[src/rtl/forward_hazard_unit.sv]
// Operand forwarding (MEM / WB / writeback history) and load-use stall unit.
// Each EX source picks the youngest in-flight producer; a two-state FSM
// inserts exactly one bubble per load-use pair and counts committed stalls.
module forward_hazard_unit #(
    parameter int unsigned NSRC  = 2,
    parameter int unsigned DEPTH = 2,
    parameter int unsigned REGW  = 5,
    parameter int unsigned DATAW = 32,
    parameter int unsigned CNTW  = 16,
    localparam int unsigned SELW = $clog2(DEPTH + 3)
) (
    input  logic                    CLK,
    input  logic                    RST,
    input  logic                    freeze,
    input  logic [NSRC*REGW-1:0]    ex_src,
    input  logic [NSRC*DATAW-1:0]   ex_src_data,
    input  logic [2*REGW-1:0]       id_src,
    input  logic [REGW-1:0]         ex_rd,
    input  logic                    ex_wen,
    input  logic                    ex_is_load,
    input  logic [REGW-1:0]         mem_rd,
    input  logic                    mem_wen,
    input  logic [DATAW-1:0]        mem_data,
    input  logic [REGW-1:0]         wb_rd,
    input  logic                    wb_wen,
    input  logic [DATAW-1:0]        wb_data,
    output logic [NSRC*SELW-1:0]    fwd_sel,
    output logic [NSRC*DATAW-1:0]   fwd_data,
    output logic                    ld_stall,
    output logic [CNTW-1:0]         stall_cnt
);

    typedef enum logic {
        IDLE   = 1'b0,
        BUBBLE = 1'b1
    } state_t;

    state_t             state;
    state_t             state_nxt;
    logic               cnt_inc;
    logic               hz;

    logic [DEPTH-1:0]   hist_vld;
    logic [REGW-1:0]    hist_rd   [DEPTH];
    logic [DATAW-1:0]   hist_data [DEPTH];

    // History valid bits: cleared by reset, shifted on every non-frozen edge
    always_ff @(posedge CLK) begin
        if (RST) begin
            hist_vld <= '0;
        end else if (!freeze) begin
            hist_vld[0] <= wb_wen && (wb_rd != '0);
            for (int k = 1; k < DEPTH; k++) begin
                hist_vld[k] <= hist_vld[k-1];
            end
        end
    end

    // History payload: meaningless unless the matching valid bit is set
    always_ff @(posedge CLK) begin
        if (!freeze) begin
            hist_rd[0]   <= wb_rd;
            hist_data[0] <= wb_data;
            for (int k = 1; k < DEPTH; k++) begin
                hist_rd[k]   <= hist_rd[k-1];
                hist_data[k] <= hist_data[k-1];
            end
        end
    end

    // Per-operand priority select: MEM, WB, youngest history entry, regfile
    always_comb begin
        fwd_sel  = '0;
        fwd_data = '0;
        for (int i = 0; i < NSRC; i++) begin
            logic [REGW-1:0]  src;
            logic [SELW-1:0]  sel;
            logic [DATAW-1:0] data;
            logic             hit;
            src  = ex_src[i*REGW +: REGW];
            sel  = '0;
            data = ex_src_data[i*DATAW +: DATAW];
            hit  = 1'b0;
            if (src != '0) begin
                if (mem_wen && (mem_rd == src)) begin
                    sel  = SELW'(1);
                    data = mem_data;
                end else if (wb_wen && (wb_rd == src)) begin
                    sel  = SELW'(2);
                    data = wb_data;
                end else begin
                    for (int k = 0; k < DEPTH; k++) begin
                        if (!hit && !RST && hist_vld[k] && (hist_rd[k] == src)) begin
                            hit  = 1'b1;
                            sel  = SELW'(k + 3);
                            data = hist_data[k];
                        end
                    end
                end
            end
            fwd_sel[i*SELW +: SELW]    = sel;
            fwd_data[i*DATAW +: DATAW] = data;
        end
    end

    assign hz = ex_wen && ex_is_load && (ex_rd != '0) &&
                ((ex_rd == id_src[0 +: REGW]) || (ex_rd == id_src[REGW +: REGW]));

    // Load-use FSM state register
    always_ff @(posedge CLK) begin
        if (RST) begin
            state <= IDLE;
        end else begin
            state <= state_nxt;
        end
    end

    // Load-use FSM next state and stall output; a freeze holds the stall in IDLE
    always_comb begin
        state_nxt = state;
        ld_stall  = 1'b0;
        cnt_inc   = 1'b0;
        case (state)
            IDLE: begin
                ld_stall = hz;
                if (hz && !freeze) begin
                    state_nxt = BUBBLE;
                    cnt_inc   = 1'b1;
                end
            end
            BUBBLE: begin
                if (!freeze) begin
                    state_nxt = IDLE;
                end
            end
            default: state_nxt = IDLE;
        endcase
        if (RST) begin
            ld_stall = 1'b0;
            cnt_inc  = 1'b0;
        end
    end

    // Saturating count of committed stalls
    always_ff @(posedge CLK) begin
        if (RST) begin
            stall_cnt <= '0;
        end else if (cnt_inc && (stall_cnt != '1)) begin
            stall_cnt <= stall_cnt + CNTW'(1);
        end
    end

endmodule

[config.mk]
export PLATFORM = sky130hd
export DESIGN_NAME = forward_hazard_unit
export DESIGN_NICKNAME = d
export VERILOG_FILES = /design/src/rtl/forward_hazard_unit.sv
export SDC_FILE = /design/constraint.sdc
export NUM_CORES = 1
export LEC_CHECK = 0
export ABC_AREA = 1
export CAP_MARGIN = 10
export CORE_MARGIN = 2
export CORE_UTILIZATION = 52
export CTS_BUF_LIST = sky130_fd_sc_hd__clkbuf_4 sky130_fd_sc_hd__clkbuf_8 sky130_fd_sc_hd__clkbuf_16
export CTS_CLUSTER_DIAMETER = 30
export DETAILED_ROUTE_END_ITERATION = 7
export PLACE_DENSITY_LB_ADDON = 0.3
export SLEW_MARGIN = 20
export SYNTH_ARGS = -nofsm -noshare
export SYNTH_HDL_FRONTEND = slang
export SYNTH_SLANG_ARGS = --single-unit
[constraint.sdc]
create_clock -name CLK -period 5.9 [get_ports CLK]
set_input_delay 1.18 -clock CLK [delete_from_list [all_inputs] [get_ports CLK]]
set_output_delay 1.18 -clock CLK [all_outputs]
set_load 0.02 [all_outputs]
Word-level counts from Yosys, hierarchy flattened:

Memory sizes are Yosys's and may differ from the RTL's.
Index checks and enable logic that the tools add are counted.

* bits in registers: 19
* bits in writable memories: 74
* bits of input ports: 170
* output and inout bits: 87
* logic and storage cells: 82
* memories kept: 2

Memory list
* hist_data: depth 2, bits a word 32, read ports 2, clocked after Yosys merged registers in 0, write ports 2, RTL line 45 `logic [DATAW-1:0] hist_data [DEPTH];`
* hist_rd: depth 2, bits a word 5, read ports 2, clocked after Yosys merged registers in 0, write ports 2, RTL line 44 `logic [REGW-1:0] hist_rd [DEPTH];`

* add/sub/neg operators: 1
* equal/unequal tests: 11
* mux-type cells: 36
* bitwise gates (word level): 1
* reduce and logical (&&, ||, !) cells: 28

Operator list (count)
* 32-bit two-way mux: 10
* 5-bit == test: 10
* 3-bit two-way mux: 8
* 5-bit nonzero test: 4
* 1-bit logical AND: 19
* 16-bit by 1-bit adder with 16-bit output (second input constant): 1
* 16-bit != test (second input constant): 1
* 1-bit two-way mux: 15
* 1-bit zero test: 4
* 2-bit two-way mux: 2
* 1-bit case mux with 2 select lines: 1
* 1-bit logical OR: 1
* 1-bit NOT: 1

Depth between registers and ports, before layout:

Gate-level depths: netlist (run 1).

* depth after elaboration: 15
* mapped depth: 14

Worst setup path after synthesis (run 1):

No wires, ideal clock.

* kind: input-to-output
* from: input port ex_src[0]
* to: output port fwd_data[24]
* arrival time: 2577 ps
* required time: 4720 ps
* slack: 2143 ps
* cell stages on the path: 10
* path buffers: 3
* cell sequence: buf_2 > inv_1 > o22ai_1 > nor2_1 > nand3_1 > nor2_1 > buf_4 > buf_2 > a21oi_1 > a21oi_1

* word-level cells in the longest chain between the ends: 14
* elaborated cells between the ends (all ways): 21
* classes of those cells: 4 x eq/ne; 9 x mux; 8 x reduce/logical

Ends and longest elaborated chain
* start: declaration: RTL line 15 `input logic [NSRC*REGW-1:0] ex_src,`
* 5-bit == test: RTL line 93 `if (!hit && !RST && hist_vld[k] && (hist_rd[k] == src)) begin`
* 1-bit logical AND: RTL line 93
* 1-bit two-way mux: RTL line 93
* 1-bit two-way mux: RTL line 88 `end else if (wb_wen && (wb_rd == src)) begin`
* 1-bit two-way mux: RTL line 85 `if (mem_wen && (mem_rd == src)) begin`
* 1-bit two-way mux: RTL line 84 `if (src != '0) begin`
* 1-bit zero test: RTL line 93
* 1-bit logical AND (3 in series): RTL line 93
* 32-bit two-way mux: RTL line 93
* 32-bit two-way mux: RTL line 88
* 32-bit two-way mux: RTL line 85
* 32-bit two-way mux *: RTL line 84
* end: declaration: RTL line 28 `output logic [NSRC*DATAW-1:0] fwd_data,`

Every way passes the cells marked *; elsewhere a longest branch is shown, timed or not. The select of a mux whose other input is x is not followed.

Final worst setup path (run 1):

* from: input port ex_src[0]
* to: output port fwd_data[23]

The elaborated chain is that of the path after synthesis.

==> results_dict.tcl, run 1 <==
set metrics [dict create \
    synth-seq-cells 93 \
    post-place-ws_ns 0.6430 \
    die_h_um 128.9 \
    slew_violations 0 \
    drive_above_1_share_pct 3.985 \
    slew-limit-headroom_pct 33.72 \
    place.gp.congestion 0.9467 \
    netlist_instances 1380 \
    leakage_nw 5.330 \
    via_per_inst 5.430 \
    antenna_found_initial 2 \
    die_area_sq_um 16620 \
    wl_mm 28.02 \
    synthTopCellsByArea "edfxtp_1 (27%), nand2_1 (20%), nor2_1 (11%), a21oi_1 (9.3%), inv_1 (7.6%)" \
    cts_sinks 93 \
    grt.met1_usage_pct 42.25 \
    status "finished, final reports clean" \
    post-cts-setup-buffers 0 \
    finalSetupTns_ns 0 \
    drtIter0Drc 972 \
    setup_violations 0 \
    final_cell_count_no_fill 1796 \
    grt.total_usage_pct 33.49 \
    syn2layout_area_growth_pct 38.30 \
    setup_slack_ns 0.6139 \
    r2r_slack_ns 3.74 \
    design_area_sq_um 11220 \
    grt_pass1_vias 8916 \
    cts-root-buf "clkbuf_16" \
    io_buffer_count 256 \
    grtUsageMet2_pct 56.52 \
    skew_ns 0.005941 \
    cp.required_ns 4.72 \
    min_from "hist_data[0][3]" \
    total_power_mw 1.928 \
    wl_per_cell_um 15.60 \
    placed_cells 1778 \
    worstRegToRegCells 10 \
    tritoncts "done" \
    fillers 1250 \
    top_usage_layer "met2" \
    period_share_pct 89.59 \
    yosysTopAreaCellShare_pct 27.38 \
    start_util_pct 53.38 \
    cts_made_buffers 9 \
    critPathCaptureType "primary output" \
    drv_cap 0 \
    place_hpwl_mm 19.73 \
    placedInstanceArea_sq_um 10900 \
    synth_nets 1551 \
    insertion_delay_ns 0.35 \
    cts_htree_levels 3 \
    avgSynthCellArea_sq_um 5.881 \
    boundaryPins 257 \
    reg2reg_from "stall_cnt[0]" \
    final_antenna_net_count 0 \
    ir_worst_vdd_v 0.0001582 \
    critical_path.startpoint_type "input pin" \
    globalRoute.totalOverflow 0 \
    drc 0 \
    hold-path-endpoint "hist_data[0][35]" \
    rsz0062_at_grt "no" \
    grt_max_degree 75 \
    ctsResizeCount 0 \
    drt-pass1-iter-count 7 \
    grt_pass1_wl_mm 44.36 \
    hold_violations 0 \
    synth_top_cell_by_area "edfxtp_1" \
    cts_buffer_depth 2 \
    period_needed_ns 5.286 \
    yosysUniqueCellTypes 30 \
    dr_total_vias 9753 \
    worstHoldPathType "reg2reg" \
    reg2reg_to "stall_cnt[8]" \
    crit_type "in2out" \
    nets 1772 \
    crit_arrival_ns 4.11 \
    syn_area_sq_um 8115 \
    fin_hold_ws_ns 0.4485 \
    cellPowerDensity_nw_per_um2 171.8 \
    hold_buffers 0 \
    grt_use_met3_pct 6.279 \
    synth-seq-area-share_pct 32.07 \
    die_w_um 128.9 \
    fin_util_pct 73.83 \
    core-area_sq_um 15200 \
    max_freq_mhz 189.2 \
    min_path_cells 0 \
    rows 45 \
    path_clk_slew_ns 0.07 \
    worst_slew_pin_slew_ns 0.9942 \
    yosys_warnings 0 \
    cp_max_fo 25 \
]
==> critical path: stages <==
cell             delay, ns
clkdlybuf4s50_1       0.57
inv_1                 0.17
o22ai_1               0.09
nor2_1                0.11
nand3_1               0.12
nor2_4                0.63
buf_12                0.24
a21oi_1               0.08
a21oi_1               0.20
clkdlybuf4s50_1       0.67
==> registers in the layout, indices dropped and copies added (netlist names) <==
register,count
hist_data,64
hist_rd,10
hist_vld,2
stall_cnt,16
state,1
==> synth_stat cells <==
| cell type | count |
|---|---|
| nand2_1 | 438 |
| nor2_1 | 236 |
| inv_1 | 165 |
| a21oi_1 | 150 |
| nand3_1 | 111 |
| edfxtp_1 | 74 |
| buf_2 | 37 |
| o21ai_0 | 36 |
| clkbuf_1 | 32 |
| dfxtp_1 | 19 |
| xor2_1 | 17 |
| xnor2_1 | 11 |
| nand4_1 | 10 |
| inv_2 | 8 |
| buf_1 | 5 |
| nor3_1 | 5 |
| o21ai_1 | 5 |
| o22ai_1 | 5 |
| nor2_2 | 3 |
| buf_6 | 2 |
| o2111ai_1 | 2 |
| a211oi_1 | 1 |
| a21boi_0 | 1 |
| buf_4 | 1 |
| clkinv_1 | 1 |
| ha_1 | 1 |
| nand3_2 | 1 |
| nand3b_1 | 1 |
| nand4_2 | 1 |
| nor4_1 | 1 |
==> layout make-up <==
type	count	area [sq um]	share of cell area [%]
Multi-Input combinational cell	1036	4533	40.39
Timing Repair Buffer	287	2870	25.57
Sequential cell	93	2603	23.19
Inverter	174	654.4	5.831
Clock buffer	10	250.2	2.230
Tap cell	188	235.2	2.096
Clock inverter	6	72.57	0.6466
Antenna cell	2	5.005	0.04459
==> where the power goes <==
part	leakage (nW)	internal [mW]	switching (mW)
Clock	0.157	0.361	0.275
Combinational	4.30	0.251	0.266
Sequential	0.878	0.754	0.0222
==> cells by family (layout without fill, tap and decap cells) <==
kind of cell / count (synthesis) / in the layout / share of synthesized area [%]
xor+xnor: 28 / 28 / 3.022
fa+ha+maj: 1 / 1 / 0.1542
compound gates: 200 / 200 / 12.57
flops: 93 / 93 / 32.07
other cells: 0 / 2 / 0
simple gates: 807 / 807 / 39.78
buf+inv: 251 / 477 / 12.41
==> placed cells by master, fill, tap and decap left out, types with 8 or more instances in the layout <==
cell,count
inv_2,8
xor2_1,17
nand3_1,110
clkdlybuf4s50_1,256
edfxtp_1,74
nor2_1,234
a21oi_1,150
nand2_1,438
buf_4,25
o21ai_0,36
nand4_1,10
dfxtp_1,19
clkbuf_16,10
xnor2_1,11
inv_1,164
==> worst max-delay path by stage <==
stage / to / depth (start not counted) / startpoint
3_5_place_dp: fwd_data[23] / 10 / ex_src[0]
3_3_place_gp: fwd_data[34] / 15 / ex_src[6]
6_report: fwd_data[23] / 10 / ex_src[0]
4_1_cts: fwd_data[23] / 10 / ex_src[0]
5_1_grt: fwd_data[3] / 13 / ex_src[3]
2_1_floorplan: fwd_data[24] / 10 / ex_src[0]
==> metal layers <==
layer | share of wire (%) | up-vias | wire length [um]
met2 | 47 | 565 | 13170
met5 | 0 | - | 0
met1 | 39 | 4326 | 11000
li1 | - | 4796 | -
met3 | 11 | 66 | 2967
met4 | 3.2 | 0 | 883
Power figures use the tool's default switching activity.
==> inputs of run 2 (changes only) <==
--- a/config.mk
+++ b/config.mk
@@ -8,10 +8,11 @@
 export ABC_AREA = 1
 export CAP_MARGIN = 10
 export CORE_MARGIN = 2
-export CORE_UTILIZATION = 52
+export CORE_UTILIZATION = 35
 export CTS_BUF_LIST = sky130_fd_sc_hd__clkbuf_4 sky130_fd_sc_hd__clkbuf_8 sky130_fd_sc_hd__clkbuf_16
 export CTS_CLUSTER_DIAMETER = 30
 export DETAILED_ROUTE_END_ITERATION = 7
+export GPL_TIMING_DRIVEN = 0
 export PLACE_DENSITY_LB_ADDON = 0.3
 export SLEW_MARGIN = 20
 export SYNTH_ARGS = -nofsm -noshare
==> results_dict.tcl, run 2 (synthesis results as in run 1) <==
set metrics [dict create \
    status "finished, final reports clean" \
    place_hpwl_mm 24.25 \
    grt_pass1_vias 9238 \
    worstRegToRegCells 11 \
    grt.total_usage_pct 25.90 \
    drt-pass1-iter-count 6 \
    placedInstanceArea_sq_um 11050 \
    nets 1818 \
    max_freq_mhz 182.5 \
    cts_htree_levels 3 \
    mostFrequentLayoutCells "nand2_1 (438), clkdlybuf4s50_1 (255), nor2_1 (236)" \
    cts-root-buf "clkbuf_16" \
    ir_worst_vdd_v 0.0001308 \
    wl_mm 32.37 \
    globalRoute.totalOverflow 0 \
    r2r_slack_ns 3.79 \
    place.gp.congestion 0.8886 \
    slew_violations 0 \
    rows 55 \
    largest_register_ffs 64 \
    period_share_pct 92.89 \
    wl_per_cell_um 16.68 \
    mostFrequentLayoutCell "nand2_1" \
    setup_slack_ns 0.4197 \
    post-cts-setup-buffers 0 \
    worstHoldPathType "reg2reg" \
    drtIter0Drc 919 \
    path_buf_inv 4 \
    cts_sinks 93 \
    tritoncts "done" \
    core-area_sq_um 22710 \
    critPathCaptureType "primary output" \
    cp.required_ns 4.72 \
    period_needed_ns 5.480 \
    post-place-ws_ns 0.5256 \
    grt_pass1_wl_mm 49.39 \
    reg2reg_from "stall_cnt[0]" \
    worst_slew_pin_slew_ns 0.7525 \
    drc 0 \
    dr_total_vias 9964 \
    hold_violations 0 \
    die_h_um 156.3 \
    leakage_nw 5.357 \
    cp_slowest_cell "clkdlybuf4s50_1" \
    ctsResizeCount 0 \
    path_depth 8 \
    antenna_found_initial 5 \
    critical-path-max-stage-delay_ns 0.67 \
    crit_path_cell_trace "clkdlybuf4s50_1 -> nor2_1 -> nand4_1 -> inv_1 -> clkbuf_1 -> a21oi_1 -> a21oi_1 -> clkdlybuf4s50_1" \
    rsz0062_at_grt "no" \
    critical_path.startpoint_type "input pin" \
    via_per_inst 5.133 \
    grt_max_degree 42 \
    drv_cap 0 \
    top_register "hist_data" \
    crit_start "ex_src[6]" \
    die_w_um 156.3 \
    skew_ns 0.008538 \
    slew-limit-headroom_pct 49.83 \
    drive_above_1_share_pct 4.298 \
    io_buffer_count 255 \
    crit_arrival_ns 4.30 \
    insertion_delay_ns 0.35 \
    fillers 2349 \
    crit_path_end "fwd_data[35]" \
    cellPowerDensity_nw_per_um2 168.5 \
    hold_buffers 0 \
    boundaryPins 257 \
    path_clk_slew_ns 0.07 \
    reg_top3 "hist_data x64, stall_cnt x16, hist_rd x10" \
    cts_made_buffers 9 \
    crit_type "in2out" \
    critical-path-top-delay-family "buffers and inverters" \
    fin_hold_ws_ns 0.4500 \
    start_util_pct 35.74 \
    reg2reg_to "stall_cnt[4]" \
    cts_buffer_depth 2 \
    syn2layout_area_growth_pct 40.12 \
    min_from "hist_data[0][31]" \
    cp_max_fo 10 \
    finalSetupTns_ns 0 \
    setup_violations 0 \
    final_antenna_net_count 0 \
    die_area_sq_um 24420 \
    design_area_sq_um 11370 \
]
[run 2: cell types whose count changed in the layout (fill, tap and decap cells not counted), sizes merged]
cell           delta
buf              +15
bufinv            -1
clkbuf           +35
clkdlybuf4s50     -1
clkinvlp          -1
diode             +2
inv               -1
[run 2: worst min-delay path by stage]
| stage | endpoint | cells past startpoint | slack [ns] |
|---|---|---|---|
| global route | hist_data[0][62] | 0 | 0.46 |
| finish | hist_data[0][63] | 0 | 0.45 |
| floorplan | hist_data[0][32] | 0 | 0.43 |
| global placement | hist_data[0][60] | 0 | 0.43 |
| detailed placement | hist_data[0][63] | 0 | 0.43 |
| CTS | hist_data[0][63] | 0 | 0.45 |
[run 2: metal layers]
metal | wire (um) | GRT usage (%) | share of wire [%] | vias to the layer above
met5 | 12 | 0 | 0.037 | -
met4 | 937 | 9.611 | 2.9 | 2
met3 | 3508 | 5.317 | 11 | 61
met2 | 14700 | 41.64 | 45 | 521
li1 | - | - | - | 4877
met1 | 13220 | 34.35 | 41 | 4503
[run 2: worst reg2reg max path, cell delays in order (launching register included)]
cell,delay [ns]
dfxtp_1,0.35
ha_1,0.23
nand3_1,0.17
inv_1,0.10
nand3b_1,0.13
nor2_1,0.06
nor2_1,0.15
inv_1,0.07
nor2_2,0.26
buf_2,0.29
nand2_1,0.08
a21oi_1,0.15
[run 2: final cells by class]
class                           count  area, sq um  share of cell area (%)
Multi-Input combinational cell   1036         4506                   39.62
Antenna cell                        4        10.01                 0.08803
Buffer                             77        354.1                   3.114
Tap cell                          285        356.6                   3.136
Sequential cell                    93         2603                   22.89
Timing Repair Buffer              256         2572                   22.62
Clock inverter                      3        23.77                  0.2091
Clock buffer                       13        290.3                   2.553
Inverter                          174        655.6                   5.766
[run 2: stage by stage]
stage	utilization, %	cells	total power, mW
2_1_floorplan	-	1380	1.019
3_3_place_gp	48.55	1920	1.302
5_1_grt	50.06	1940	1.993
6_report	50.07	1941	1.915
3_5_place_dp	48.64	1921	1.306
4_1_cts	50.03	1937	1.919
[run 2: power by group]
group	leakage [nW]	switching [mW]	internal (mW)
Sequential	0.878	0.0228	0.754
Clock	0.158	0.267	0.350
Combinational	4.32	0.272	0.249
Total	5.36	0.562	1.35
